[src/rtl/packet_injector.sv]
// packet_injector: buffers core-side flits in a small FIFO and serialises each one onto a
// single-bit line as a start bit (1) followed by the payload, LSB first, one bit per clock.
// The line idles at 0. Router backpressure (tx_busy) is honoured only when deciding to start a
// frame; a frame that has started always runs to completion.
// Build option: define INJECTOR_STATS_EN to enable the 16-bit completed-flit counter on
// sent_count. Without it, sent_count is tied to 0 and no counter register exists.
// The id parameter only identifies the node the statistics belong to.
module packet_injector #(
  parameter int unsigned id         = 0,
  parameter int unsigned FLIT_BITS  = 8,
  parameter int unsigned FIFO_DEPTH = 4
) (
  input  logic                 clk,
  input  logic                 reset,
  input  logic [FLIT_BITS-1:0] in_flit,
  input  logic                 in_valid,
  output logic                 in_ready,
  output logic                 tx_data,
  input  logic                 tx_busy,
  output logic [15:0]          sent_count
);

  localparam int unsigned AddrW = (FIFO_DEPTH > 1) ? $clog2(FIFO_DEPTH) : 1;
  // One extra pointer bit distinguishes full from empty when the index bits match.
  localparam int unsigned PtrW  = AddrW + 1;
  localparam int unsigned CntW  = (FLIT_BITS > 1) ? $clog2(FLIT_BITS) : 1;
  localparam logic [CntW-1:0] LastBit = CntW'(FLIT_BITS - 1);

  // Elaboration-time parameter sanity checks.
  if (FIFO_DEPTH < 2 || (FIFO_DEPTH & (FIFO_DEPTH - 1)) != 0) begin : g_bad_depth
    $error("FIFO_DEPTH must be a power of two and at least 2");
  end
  if (id > 32'h7FFF_FFFF) begin : g_bad_id
    $error("id out of range");
  end

  typedef enum logic [1:0] {StIdle, StStart, StData} state_e;

  state_e                 state_q, state_d;
  logic                   tx_data_q, tx_data_d;
  logic [FLIT_BITS-1:0]   shift_q, shift_d;
  logic [CntW-1:0]        cnt_q, cnt_d;
  logic [PtrW-1:0]        wr_ptr_q, rd_ptr_q;
  logic [FLIT_BITS-1:0]   mem_q [FIFO_DEPTH];

  logic                   empty, full, push, pop, can_start;
  logic [FLIT_BITS-1:0]   head;

  assign empty     = (wr_ptr_q == rd_ptr_q);
  assign full      = (wr_ptr_q[AddrW] != rd_ptr_q[AddrW]) &&
                     (wr_ptr_q[AddrW-1:0] == rd_ptr_q[AddrW-1:0]);
  assign in_ready  = ~full;
  assign push      = in_valid & ~full;
  assign head      = mem_q[rd_ptr_q[AddrW-1:0]];
  assign can_start = ~empty & ~tx_busy;
  assign tx_data   = tx_data_q;

  // FIFO storage: written on accepted pushes only; contents need no reset.
  always_ff @(posedge clk) begin
    if (push) begin
      mem_q[wr_ptr_q[AddrW-1:0]] <= in_flit;
    end
  end

  // FIFO pointers; the index bits wrap naturally modulo FIFO_DEPTH.
  always_ff @(posedge clk or negedge reset) begin
    if (!reset) begin
      wr_ptr_q <= '0;
      rd_ptr_q <= '0;
    end else begin
      if (push) wr_ptr_q <= wr_ptr_q + PtrW'(1);
      if (pop)  rd_ptr_q <= rd_ptr_q + PtrW'(1);
    end
  end

  // Serialiser state, line register, shift register and bit counter.
  always_ff @(posedge clk or negedge reset) begin
    if (!reset) begin
      state_q   <= StIdle;
      tx_data_q <= 1'b0;
      shift_q   <= '0;
      cnt_q     <= '0;
    end else begin
      state_q   <= state_d;
      tx_data_q <= tx_data_d;
      shift_q   <= shift_d;
      cnt_q     <= cnt_d;
    end
  end

  // Next-state logic: start decision in IDLE and at the end of each frame, payload shifting.
  always_comb begin
    state_d   = state_q;
    tx_data_d = tx_data_q;
    shift_d   = shift_q;
    cnt_d     = cnt_q;
    pop       = 1'b0;
    unique case (state_q)
      StIdle: begin
        if (can_start) begin
          pop       = 1'b1;
          shift_d   = head;
          tx_data_d = 1'b1;
          state_d   = StStart;
        end else begin
          tx_data_d = 1'b0;
        end
      end
      StStart: begin
        tx_data_d = shift_q[0];
        shift_d   = shift_q >> 1;
        cnt_d     = '0;
        state_d   = StData;
      end
      StData: begin
        if (cnt_q == LastBit) begin
          cnt_d = '0;
          // Chain straight into the next frame when allowed, so there is no idle gap.
          if (can_start) begin
            pop       = 1'b1;
            shift_d   = head;
            tx_data_d = 1'b1;
            state_d   = StStart;
          end else begin
            tx_data_d = 1'b0;
            state_d   = StIdle;
          end
        end else begin
          tx_data_d = shift_q[0];
          shift_d   = shift_q >> 1;
          cnt_d     = cnt_q + CntW'(1);
        end
      end
      default: begin
        tx_data_d = 1'b0;
        state_d   = StIdle;
      end
    endcase
  end

`ifdef INJECTOR_STATS_EN
  logic        frame_done;
  logic [15:0] sent_q;

  // The last payload bit completes on the edge that leaves DATA at the final count.
  assign frame_done = (state_q == StData) && (cnt_q == LastBit);
  assign sent_count = sent_q;

  // Completed-flit counter, wraps from 0xFFFF to 0.
  always_ff @(posedge clk or negedge reset) begin
    if (!reset) begin
      sent_q <= '0;
    end else if (frame_done) begin
      sent_q <= sent_q + 16'd1;
    end
  end
`else
  assign sent_count = 16'd0;
`endif

endmodule

[config.mk]
export PLATFORM = sky130hd
export DESIGN_NAME = packet_injector
export DESIGN_NICKNAME = d
export VERILOG_FILES = /design/src/rtl/packet_injector.sv
export SDC_FILE = /design/constraint.sdc
export NUM_CORES = 1
export LEC_CHECK = 0
export CAP_MARGIN = 20
export CORE_MARGIN = 2
export CORE_UTILIZATION = 59
export DETAILED_ROUTE_END_ITERATION = 10
export PLACE_DENSITY_LB_ADDON = 0.15
export SLEW_MARGIN = 20
export SYNTH_ARGS = -nofsm -noshare
export SYNTH_HDL_FRONTEND = slang
export SYNTH_SLANG_ARGS = --single-unit
[constraint.sdc]
create_clock -name clk -period 3.1 [get_ports clk]
set_input_delay 0.93 -clock clk [delete_from_list [all_inputs] [get_ports clk]]
set_output_delay 0.93 -clock clk [all_outputs]
set_load 0.01 [all_outputs]
==> flow_metrics.env <==
export IMPL_hp_class="flop to flop"
export IMPL_die_y_um=68.08
export IMPL_skew_ns=0.005000
export IMPL_worstPathRequired_ns=2.17
export IMPL_die_area_um2=4634
export IMPL_syn_inst=158
export IMPL_setup_tns_final_ns=0
export IMPL_fmax_ghz=0.3742
export IMPL_final_cell_mix="edfxtp_1, dfrtp_1, conb_1, clkdlybuf4s50_1, ha_1"
export IMPL_endpoint_kind="output pin"
export IMPL_clk_pin_slew_ns=0.09
export IMPL_area_delta_synth_final_pct=9.401
export IMPL_ys_types=32
export IMPL_track_usage=0.1826
export IMPL_vias=1220
export IMPL_first_iter_violations=57
export IMPL_path_buf_inv=1
export IMPL_via_per_inst=5.398
export IMPL_hold_buffers=0
export IMPL_setup_viol=0
export IMPL_die_w_um=68.08
export IMPL_powerDensity_nw_per_um2=913.6
export IMPL_antennaDiodeCount=0
export IMPL_io_pins=30
export IMPL_tightest_slew_ns=0.7864
export IMPL_synth_top_cell_by_area="edfxtp_1"
export IMPL_numPortBuffers=13
export IMPL_critPathMaxFanout=11
export IMPL_crit_type="flop to output pin"
export IMPL_finalWirelength_um=3582
export IMPL_hold_viol_final=0
export IMPL_startpoint_type="flop"
export IMPL_rows=23
export IMPL_postCtsSetupRepairBufs=0
export IMPL_cts_resized=0
export IMPL_final_nets=199
export IMPL_min_period_ns=2.672
export IMPL_wl_per_cell_um=15.85
export IMPL_dr_pass1_iters=4
export IMPL_avgSynthCellArea_um2=15.33
export IMPL_fin_util=0.6673
export IMPL_yosys_warnings=0
export IMPL_grt_pass1_vias=1215
export IMPL_cts_root_buf="clkbuf_8"
export IMPL_htree_levels=2
export IMPL_core_region_area_um2=3971
export IMPL_start_util=0.6100
export IMPL_cts_made_buffers=5
export IMPL_power_leakage_uw=0.001070
export IMPL_ant_nets=0
export IMPL_rsz0062_at_grt="no"
export IMPL_place_area_um2=2539
export IMPL_place_hpwl_um=2686
export IMPL_netlist_top_cells_area="edfxtp_1, dfrtp_1, mux4_1"
export IMPL_cts_path_max_buffers=2
export IMPL_clock_latency_ns=0.30
export IMPL_crit_family="flip-flops"
export IMPL_peakVddDrop_uv=434.1
export IMPL_slew_viol_final=0
export IMPL_clock_sinks=52
export IMPL_grt_start_max_net_pins=21
export IMPL_crit_chain="xnor2_1, nand3_1, clkdlybuf4s50_1"
export IMPL_layout_drive_gt1_share=0.07955
export IMPL_syn_area_um2=2422
export IMPL_crit_slowest_cell="dfrtp_1"
export IMPL_drc=0
export IMPL_synth_top_area_frac=0.3967
export IMPL_critPathArrivalTime_ns=1.74
export IMPL_maxCapViolCount=0
export IMPL_cts_tree="done"
export IMPL_yosysSeqAreaShare=0.6033
export IMPL_period_share=0.8620
export IMPL_antenna_found_initial=0
export IMPL_grt_ovfl_total=0
export IMPL_status="complete, no violations"
export IMPL_grt_pass1_wl_um=6003
export IMPL_stdcell_area_um2=2650
export IMPL_relSlewSlack=0.4746
export IMPL_ys_ff_latch=52
export IMPL_max_stage_delay_ns=0.53
export IMPL_final_common_cell="edfxtp_1"
export IMPL_place_congestion=0.7629
worst register-to-register path: cells and delay by family (launching register included):
kind | cells | cell delay, ns
adder cells (fa/ha/maj) | 2 | 0.44
flip-flops | 1 | 0.39
AO/OA/AOI/OAI | 1 | 0.26
AND/OR/NAND/NOR | 3 | 0.99
metal layers:
metal	vias up	routed length [µm]	track usage	share of wire
li1	587	-	-	-
met1	597	1640	0.2449	0.46
met2	31	1756	0.2949	0.49
met3	5	137	0.04441	0.038
met4	0	48	0.06000	0.013
met5	-	0	0	0
power by group:
group	leakage, µW	switching (µW)	total (µW)	internal [µW]
clock	0.0000558	214	454	239
combinational	0.000466	446	892	446
sequential	0.000548	122	1080	953
synth_stat cells:
cell,number
mux2i_1,1
a221o_1,7
a21o_4,1
conb_1,1
clkbuf_1,1
xnor2_2,1
o32ai_1,1
and2b_1,1
nand2_1,4
buf_2,1
mux2_2,2
nand2b_1,1
nor2_1,3
buf_4,17
a22o_1,1
edfxtp_1,32
and2_1,4
nor3b_1,8
a31o_1,1
o21ai_0,5
xor2_1,3
mux4_2,1
ha_1,12
a21o_1,2
mux4_1,7
dfrtp_1,20
buf_6,1
nand3_1,4
inv_1,8
xnor2_1,4
a21oi_1,2
a31oi_1,1
flip-flops by register name (all words and copies together), names as in the netlist:
signal    cells
rd_ptr_q      3
tx_data       1
mem_q        32
cnt_q         3
state_q       2
wr_ptr_q      3
shift_q       8
metrics by stage:
stage | total power, µW | cells | hold WS, ns | worst slack, ns
final | 2421 | 226 | 0.5156 | 0.4279
after global routing | 2595 | 226 | 0.5271 | 0.3213
after CTS | 2435 | 226 | 0.5177 | 0.4175
after detailed placement | 1984 | 218 | 0.4983 | 0.4239
after global placement | 1945 | 218 | 0.4970 | 0.4693
after floorplan | 1790 | 173 | 0.4736 | 1.130
final cells by class:
cell class / instances / area (µm²)
Inverter: 8 / 30.03
Fill cell: 278 / 1321
Timing Repair Buffer: 15 / 145.1
Clock buffer: 5 / 68.82
Clock inverter: 3 / 42.54
Sequential cell: 52 / 1461
Tap cell: 50 / 62.56
Multi-Input combinational cell: 93 / 839.6
logic make-up after synthesis:
family | count (synthesis) | share of synthesized area
mux | 11 | 0.09866
other cells | 1 | 0.001548
buf+inv | 28 | 0.07334
simple gates | 25 | 0.05992
flops | 52 | 0.6033
compound gates | 21 | 0.06921
xor+xnor | 8 | 0.03203
fa+ha+maj | 12 | 0.06198
final timing paths:
path                                    to        start  slack [ns]  cells after the start
worst max register to register  shift_q[0]     cnt_q[0]        0.95                      6
max in group asynchronous       shift_q[0]        reset        1.93                      2
worst min register to register  shift_q[5]   shift_q[6]        0.52                      1
min in group asynchronous       shift_q[2]        reset        0.96                      2
worst max-delay path              in_ready  rd_ptr_q[1]        0.43                      3
worst min-delay path            shift_q[5]   shift_q[6]        0.52                      1
(Power assumes the default switching activity.)
